**src/rtl/mem_bus_pkg.sv**
```systemverilog
// Shared memory-bus types: bus widths, arbiter states and the packed request
// carried by every master that talks to the SRAM port.
package mem_bus_pkg;

  localparam int unsigned MEM_ADR_W  = 18;
  localparam int unsigned MEM_DATA_W = 16;
  localparam int unsigned MEM_SEL_W  = 2;

  typedef enum logic [1:0] {
    StIdle,
    StGrant,
    StResp,
    StErr
  } arb_state_e;

  typedef struct packed {
    logic [MEM_ADR_W-1:0]  adr;
    logic                  write;
    logic [MEM_SEL_W-1:0]  sel;
    logic [MEM_DATA_W-1:0] wdata;
  } mem_req_t;

endpackage

```
**src/rtl/mem_arbiter_if.sv**
```systemverilog
// Requester-side and memory-side handshake bundles used around mem_arbiter.
interface mem_arb_port_if;
  logic                                 req;
  mem_bus_pkg::mem_req_t                cmd;
  logic                                 ack;
  logic                                 err;
  logic [mem_bus_pkg::MEM_DATA_W-1:0]   rdata;

  modport master (output req, cmd, input ack, err, rdata);
  modport slave  (input req, cmd, output ack, err, rdata);
endinterface

interface mem_arb_mem_if;
  logic                                 req;
  mem_bus_pkg::mem_req_t                cmd;
  logic                                 ack;
  logic [mem_bus_pkg::MEM_DATA_W-1:0]   rdata;

  modport master (output req, cmd, input ack, rdata);
  modport slave  (input req, cmd, output ack, rdata);
endinterface

```
**src/rtl/mem_arb_timeout.sv**
```systemverilog
// Watchdog counter for one downstream transaction; expired flags the last
// permitted cycle without an acknowledge.
module mem_arb_timeout #(
  parameter int unsigned TIMEOUT = 255
) (
  input  logic i_clk,
  input  logic i_rst_n,
  input  logic i_clr,
  input  logic i_en,
  output logic o_expired
);

  localparam int unsigned CntW = $clog2(TIMEOUT + 1);

  logic [CntW-1:0] r_cnt;

  always_ff @(posedge i_clk or negedge i_rst_n) begin
    if (!i_rst_n) begin
      r_cnt <= '0;
    end else if (i_clr) begin
      r_cnt <= '0;
    end else if (i_en) begin
      r_cnt <= r_cnt + CntW'(1);
    end
  end

  // Counter holds the number of unacked cycles already elapsed.
  assign o_expired = (r_cnt == CntW'(TIMEOUT - 1));

endmodule

```
**src/rtl/mem_arbiter.sv**
```systemverilog
// Round-robin arbiter sharing one SRAM port between core (p0) and debug (p1),
// one transaction in flight, with a watchdog that turns hangs into err pulses.
module mem_arbiter
  import mem_bus_pkg::*;
#(
  parameter int unsigned TIMEOUT = 255
) (
  input  logic           i_clk,
  input  logic           i_rst_n,
  mem_arb_port_if.slave  p0,
  mem_arb_port_if.slave  p1,
  mem_arb_mem_if.master  m,
  output logic           o_busy,
  output logic           o_owner
);

  arb_state_e            r_state, w_state_d;
  logic                  r_owner, w_owner_d;
  logic                  r_m_req, w_m_req_d;
  mem_req_t              r_m_cmd, w_m_cmd_d;
  logic [MEM_DATA_W-1:0] r_rdata0, w_rdata0_d;
  logic [MEM_DATA_W-1:0] r_rdata1, w_rdata1_d;
  logic                  w_any, w_winner, w_expired, w_cnt_clr, w_cnt_en;

  assign w_any    = p0.req | p1.req;
  assign w_winner = (p0.req & p1.req) ? ~r_owner : p1.req;

  mem_arb_timeout #(
    .TIMEOUT (TIMEOUT)
  ) u_timeout (
    .i_clk     (i_clk),
    .i_rst_n   (i_rst_n),
    .i_clr     (w_cnt_clr),
    .i_en      (w_cnt_en),
    .o_expired (w_expired)
  );

  always_comb begin
    w_state_d  = r_state;
    w_owner_d  = r_owner;
    w_m_req_d  = r_m_req;
    w_m_cmd_d  = r_m_cmd;
    w_rdata0_d = r_rdata0;
    w_rdata1_d = r_rdata1;
    w_cnt_clr  = 1'b0;
    w_cnt_en   = 1'b0;
    unique case (r_state)
      StIdle: begin
        w_cnt_clr = 1'b1;
        if (w_any) begin
          w_state_d = StGrant;
          w_owner_d = w_winner;
          w_m_req_d = 1'b1;
          w_m_cmd_d = w_winner ? p1.cmd : p0.cmd;
        end
      end
      StGrant: begin
        // An ack in the expiry cycle still completes normally.
        if (m.ack) begin
          w_m_req_d = 1'b0;
          w_state_d = StResp;
          if (!r_m_cmd.write) begin
            if (r_owner) w_rdata1_d = m.rdata;
            else         w_rdata0_d = m.rdata;
          end
        end else begin
          w_cnt_en = 1'b1;
          if (w_expired) begin
            w_m_req_d = 1'b0;
            w_state_d = StErr;
          end
        end
      end
      StResp, StErr: w_state_d = StIdle;
      default:       w_state_d = StIdle;
    endcase
  end

  always_ff @(posedge i_clk or negedge i_rst_n) begin
    if (!i_rst_n) begin
      r_state  <= StIdle;
      r_owner  <= 1'b0;
      r_m_req  <= 1'b0;
      r_m_cmd  <= '0;
      r_rdata0 <= '0;
      r_rdata1 <= '0;
    end else begin
      r_state  <= w_state_d;
      r_owner  <= w_owner_d;
      r_m_req  <= w_m_req_d;
      r_m_cmd  <= w_m_cmd_d;
      r_rdata0 <= w_rdata0_d;
      r_rdata1 <= w_rdata1_d;
    end
  end

  assign p0.ack   = (r_state == StResp) & ~r_owner;
  assign p1.ack   = (r_state == StResp) &  r_owner;
  assign p0.err   = (r_state == StErr)  & ~r_owner;
  assign p1.err   = (r_state == StErr)  &  r_owner;
  assign p0.rdata = r_rdata0;
  assign p1.rdata = r_rdata1;
  assign m.req    = r_m_req;
  assign m.cmd    = r_m_cmd;
  assign o_busy   = (r_state != StIdle);
  assign o_owner  = r_owner;

endmodule

```
**src/flat_wrapper.sv**
```systemverilog
// flat-port wrapper written by rule: the top's interface ports become plain ports
module mem_arbiter_flat import mem_bus_pkg::*;
#(
  parameter int unsigned TIMEOUT = 255
)
  (i_clk, i_rst_n, o_busy, o_owner, p0_req, p0_cmd, p0_ack, p0_err, p0_rdata, p1_req, p1_cmd, p1_ack, p1_err, p1_rdata, m_req, m_cmd, m_ack, m_rdata);
  mem_arb_port_if p0_i ();
  mem_arb_port_if p1_i ();
  mem_arb_mem_if m_i ();
  input  logic i_clk;
  input  logic i_rst_n;
  output logic o_busy;
  output logic o_owner;
  input wire logic [$bits(p0_i.req)-1:0] p0_req;
  input wire logic [$bits(p0_i.cmd)-1:0] p0_cmd;
  output wire logic [$bits(p0_i.ack)-1:0] p0_ack;
  output wire logic [$bits(p0_i.err)-1:0] p0_err;
  output wire logic [$bits(p0_i.rdata)-1:0] p0_rdata;
  input wire logic [$bits(p1_i.req)-1:0] p1_req;
  input wire logic [$bits(p1_i.cmd)-1:0] p1_cmd;
  output wire logic [$bits(p1_i.ack)-1:0] p1_ack;
  output wire logic [$bits(p1_i.err)-1:0] p1_err;
  output wire logic [$bits(p1_i.rdata)-1:0] p1_rdata;
  output wire logic [$bits(m_i.req)-1:0] m_req;
  output wire logic [$bits(m_i.cmd)-1:0] m_cmd;
  input wire logic [$bits(m_i.ack)-1:0] m_ack;
  input wire logic [$bits(m_i.rdata)-1:0] m_rdata;
  assign p0_i.req = p0_req;
  assign p0_i.cmd = p0_cmd;
  assign p0_ack = p0_i.ack;
  assign p0_err = p0_i.err;
  assign p0_rdata = p0_i.rdata;
  assign p1_i.req = p1_req;
  assign p1_i.cmd = p1_cmd;
  assign p1_ack = p1_i.ack;
  assign p1_err = p1_i.err;
  assign p1_rdata = p1_i.rdata;
  assign m_req = m_i.req;
  assign m_cmd = m_i.cmd;
  assign m_i.ack = m_ack;
  assign m_i.rdata = m_rdata;
  mem_arbiter #(.TIMEOUT(TIMEOUT)) u_core (.i_clk(i_clk), .i_rst_n(i_rst_n), .p0(p0_i), .p1(p1_i), .m(m_i), .o_busy(o_busy), .o_owner(o_owner));
endmodule
```
**config.mk**
```make
export PLATFORM = sky130hd
export DESIGN_NAME = mem_arbiter_flat
export DESIGN_NICKNAME = d
export VERILOG_FILES = /design/src/rtl/mem_bus_pkg.sv /design/src/rtl/mem_arbiter_if.sv /design/src/rtl/mem_arb_timeout.sv /design/src/rtl/mem_arbiter.sv /design/src/flat_wrapper.sv
export SDC_FILE = /design/constraint.sdc
export NUM_CORES = 1
export LEC_CHECK = 0
export ABC_AREA = 1
export ABC_CLOCK_PERIOD_IN_PS = 2600
export BUFFER_PORTS_ARGS = -buffer_cell sky130_fd_sc_hd__buf_2
export CORE_MARGIN = 4
export CORE_UTILIZATION = 43
export DETAILED_ROUTE_END_ITERATION = 8
export GPL_TIMING_DRIVEN = 0
export HOLD_SLACK_MARGIN = 0.15
export PLACE_DENSITY = 0.74
export SYNTH_ARGS = -nofsm -noshare
export SYNTH_HDL_FRONTEND = slang
export SYNTH_SLANG_ARGS = --single-unit
```
**constraint.sdc**
```tcl
create_clock -name i_clk -period 2.6 [get_ports i_clk]
set_input_delay 0.13 -clock i_clk [delete_from_list [all_inputs] [get_ports i_clk]]
set_output_delay 0.13 -clock i_clk [all_outputs]
set_load 0.02 [all_outputs]
```
==> reports/qor.txt <==
setup_tns = 0 ns
reg2reg end = u_core.m.cmd[4]$_DFFE_PN0P_
pin count of the biggest net entering global routing = 49
required time worst endpoint = 2.88 ns
Pwr per Cell Area = 1100 nW/µm²
worst setup path class = reg2reg
wire per inst = 15.4 µm
worst hold path depth = 6
crit path max fanout = 10
sequential area share after synthesis = 54.5%
row cnt = 33
PortBufs = 170
vias per cell = 5.10
Die Ht = 101 µm
commonest non-fill, non-tap cell in the layout = buf_2
post-detailed-route count of antenna-violating nets = 0
startpoint types = register
boundary pin count = 171
outcome = finished clean
clk root buf = clkbuf_8
leakage power = 2.97 nW
Mapped Area = 3720 µm²
Crit path largest cell delay = 0.58 ns
drt first pass iters = 5
Post CTS Setup Buffer Count = 0
via count = 4176
worst r2r path cells = 6
Avg Cell Area, Syn = 8.56 µm²
Syn Inst Count = 435
Sequential Area = 2030 µm²
HPWL Detailed = 8300 µm
RSZ-0062 raised after global routing = false
Max Freq = 465 MHz
Tmin final = 2.15 ns
Die W = 101 µm
die area = 10200 µm²
Sink Count = 81
Placer Congestion = 0.819
period utilization = 82.8%
CP arrival = 2.43 ns
post-detailed-placement cell area = 4730 µm²
Initial Util = 44.9%
yosys warns = 0
first-pass GRT wire length = 20700 µm
Hold Vio Cnt, Final = 0
initial antenna violation count = 0
layout cells sized above 1 = 30.5%
Hold Worst Slack = 0.263 ns
Clock Pin Slew Worst Setup and Hold Paths = 0.08 ns
Max VDD drop = 0.000702 V
Final Max Slew Viols = 0
Worst Hold Path EP = u_core.m.req$_DFFE_PN0P_
routed wire length = 12600 µm
design area = 5850 µm²
CTS Buf Count = 9
residual DRC count = 0
CTS Buffer Depth = 2
multi-input combinational cell area = 1410 µm²
CTS tree = done
post-synthesis register bit count = 81
gr ovfl total = 0
hold_sp = p0_req
Setup violations, final = 0
post-CTS sizing = 0
Tightest Pin Transition = 0.519 ns
commonest non-fill, non-tap cells in the layout = 183 x buf_2, 111 x nand2_1, 92 x dlygate4sd3_1, 81 x dfrtp_1, 48 x nor2_1
initial drt markers = 183
post-synthesis net count = 532
vias in the first global route = 4319
Final Core Density = 70.5%
Synth cell types = 25
critical-path cell list = nand2_2 -> buf_2 -> buf_2 -> nand3_1 -> a31oi_1 -> dlygate4sd3_1
r2r setup slk = 0.45 ns
Slew HR = 65.4%
H-tree depth = 3
core area = 8300 µm²
n_diodes = 0
FILL cells = 612
Final nets = 806
slowest stage cell, crit path = dlygate4sd3_1
Max-cap violations = 0
synthesis-to-layout area growth = 57.2%
worst hold path class = in2reg
Worst setup EP type = register
Crit Reg-Reg Startpoint = u_core.o_owner$_DFFE_PN0P_
skew final = 0.00594 ns
worst skew pair latency = 0.35 ns
Crit path top cell by count = buf_2
GRT Total Usage = 25.7%
per-stage QoR:
stage / cells / power, W / setup WS (ns)
4_1_cts: 819 / 0.00640 / 0.581
5_1_grt: 819 / 0.00686 / 0.393
3_3_place_gp: 710 / 0.00480 / 0.781
3_5_place_dp: 711 / 0.00490 / 1.10
2_1_floorplan: 435 / 0.00385 / 1.27
6_report: 819 / 0.00643 / 0.448
layout make-up:
type,instances,area share [%]
Clock inverter,5,0.941
Inverter,29,1.86
Sequential cell,81,34.6
Timing Repair Buffer,263,30.8
Clock buffer,11,2.42
Buffer,27,2.99
Tap cell,105,2.25
Multi-Input combinational cell,298,24.1
logic make-up after synthesis:
logic type / synth area share, %
buffers and inverters: 7.63
AO/OA/AOI/OAI: 11.6
adder cells (fa/ha/maj): 0.672
flip-flops: 54.5
AND/OR/NAND/NOR: 25.6
critical path, delay by kind of cell, from the launching register on:
| family | cells | cell delay, ns |
|---|---|---|
| buf+inv | 3 | 1.08 |
| flops | 1 | 0.51 |
| compound gates | 1 | 0.24 |
| simple gates | 2 | 0.27 |
where the power goes:
part / switching, W / internal [W] / leakage, nW / total [W]
Combinational: 0.00194 / 0.00141 / 1.90 / 0.00335
Clock: 0.000462 / 0.000467 / 0.0953 / 0.000929
Sequential: 0.000346 / 0.00181 / 0.979 / 0.00216
Total: 0.00274 / 0.00369 / 2.97 / 0.00643
synthesized netlist by cell type:
cell type | instances | area, µm²
nor2_2 | 1 | 6.26
nor2_8 | 1 | 20.0
nor3_1 | 4 | 20.0
ha_1 | 2 | 25.0
nand3_4 | 1 | 17.5
nand3_2 | 1 | 10.0
clkbuf_1 | 5 | 18.8
buf_2 | 14 | 70.1
buf_4 | 1 | 7.51
nand3_1 | 45 | 225
nand2_4 | 1 | 11.3
o21ai_0 | 26 | 130
dfrtp_1 | 81 | 2030
nand2_2 | 1 | 6.26
nor2_4 | 2 | 22.5
nand4_1 | 2 | 12.5
inv_2 | 2 | 7.51
inv_1 | 27 | 101
nand2_1 | 111 | 417
and2_1 | 1 | 6.26
o21ai_1 | 10 | 50.1
nor2_1 | 48 | 180
a21oi_1 | 4 | 20.0
buf_6 | 7 | 78.8
a31oi_1 | 37 | 231
per-layer routing:
| metal | share of wire, % | vias up | GRT usage, % |
|---|---|---|---|
| li1 | - | 1985 | - |
| met1 | 40 | 1920 | 31.6 |
| met2 | 48 | 232 | 42.5 |
| met3 | 8.5 | 39 | 5.33 |
| met4 | 3.5 | 0 | 13.4 |
| met5 | 0 | - | 0 |
worst max path at each step:
stage,from,to,slack [ns],cells past startpoint
after global placement,i_rst_n,u_core.m.cmd[5]$_DFFE_PN0P_,0.78,1
after detailed placement,u_core.m.cmd[18]$_DFFE_PN0P_,u_core.p0.rdata[12]$_DFFE_PN0P_,1.10,5
final,u_core.o_owner$_DFFE_PN0P_,u_core.m.cmd[4]$_DFFE_PN0P_,0.45,6
after CTS,u_core.o_owner$_DFFE_PN0P_,u_core.m.cmd[13]$_DFFE_PN0P_,0.58,6
after floorplan,u_core.m.cmd[18]$_DFFE_PN0P_,u_core.p0.rdata[10]$_DFFE_PN0P_,1.27,5
after global routing,u_core.o_owner$_DFFE_PN0P_,u_core.m.cmd[4]$_DFFE_PN0P_,0.39,6
registers in the layout, indices dropped and copies added, names as in the netlist:
name                    cells
u_core.u_timeout.r_cnt      8
u_core.p1.rdata            16
u_core.p0.rdata            16
u_core.r_state              2
u_core.m.cmd               37
u_core.m.req                1
u_core.o_owner              1
what timing repair did:
action / in CTS / in global routing
setup endpoints to repair: 0 / 0
endpoints found under the hold margin: 149 / 0
hold buffers: 92 / 0
No activity file was read; power rests on OpenSTA's default activity.
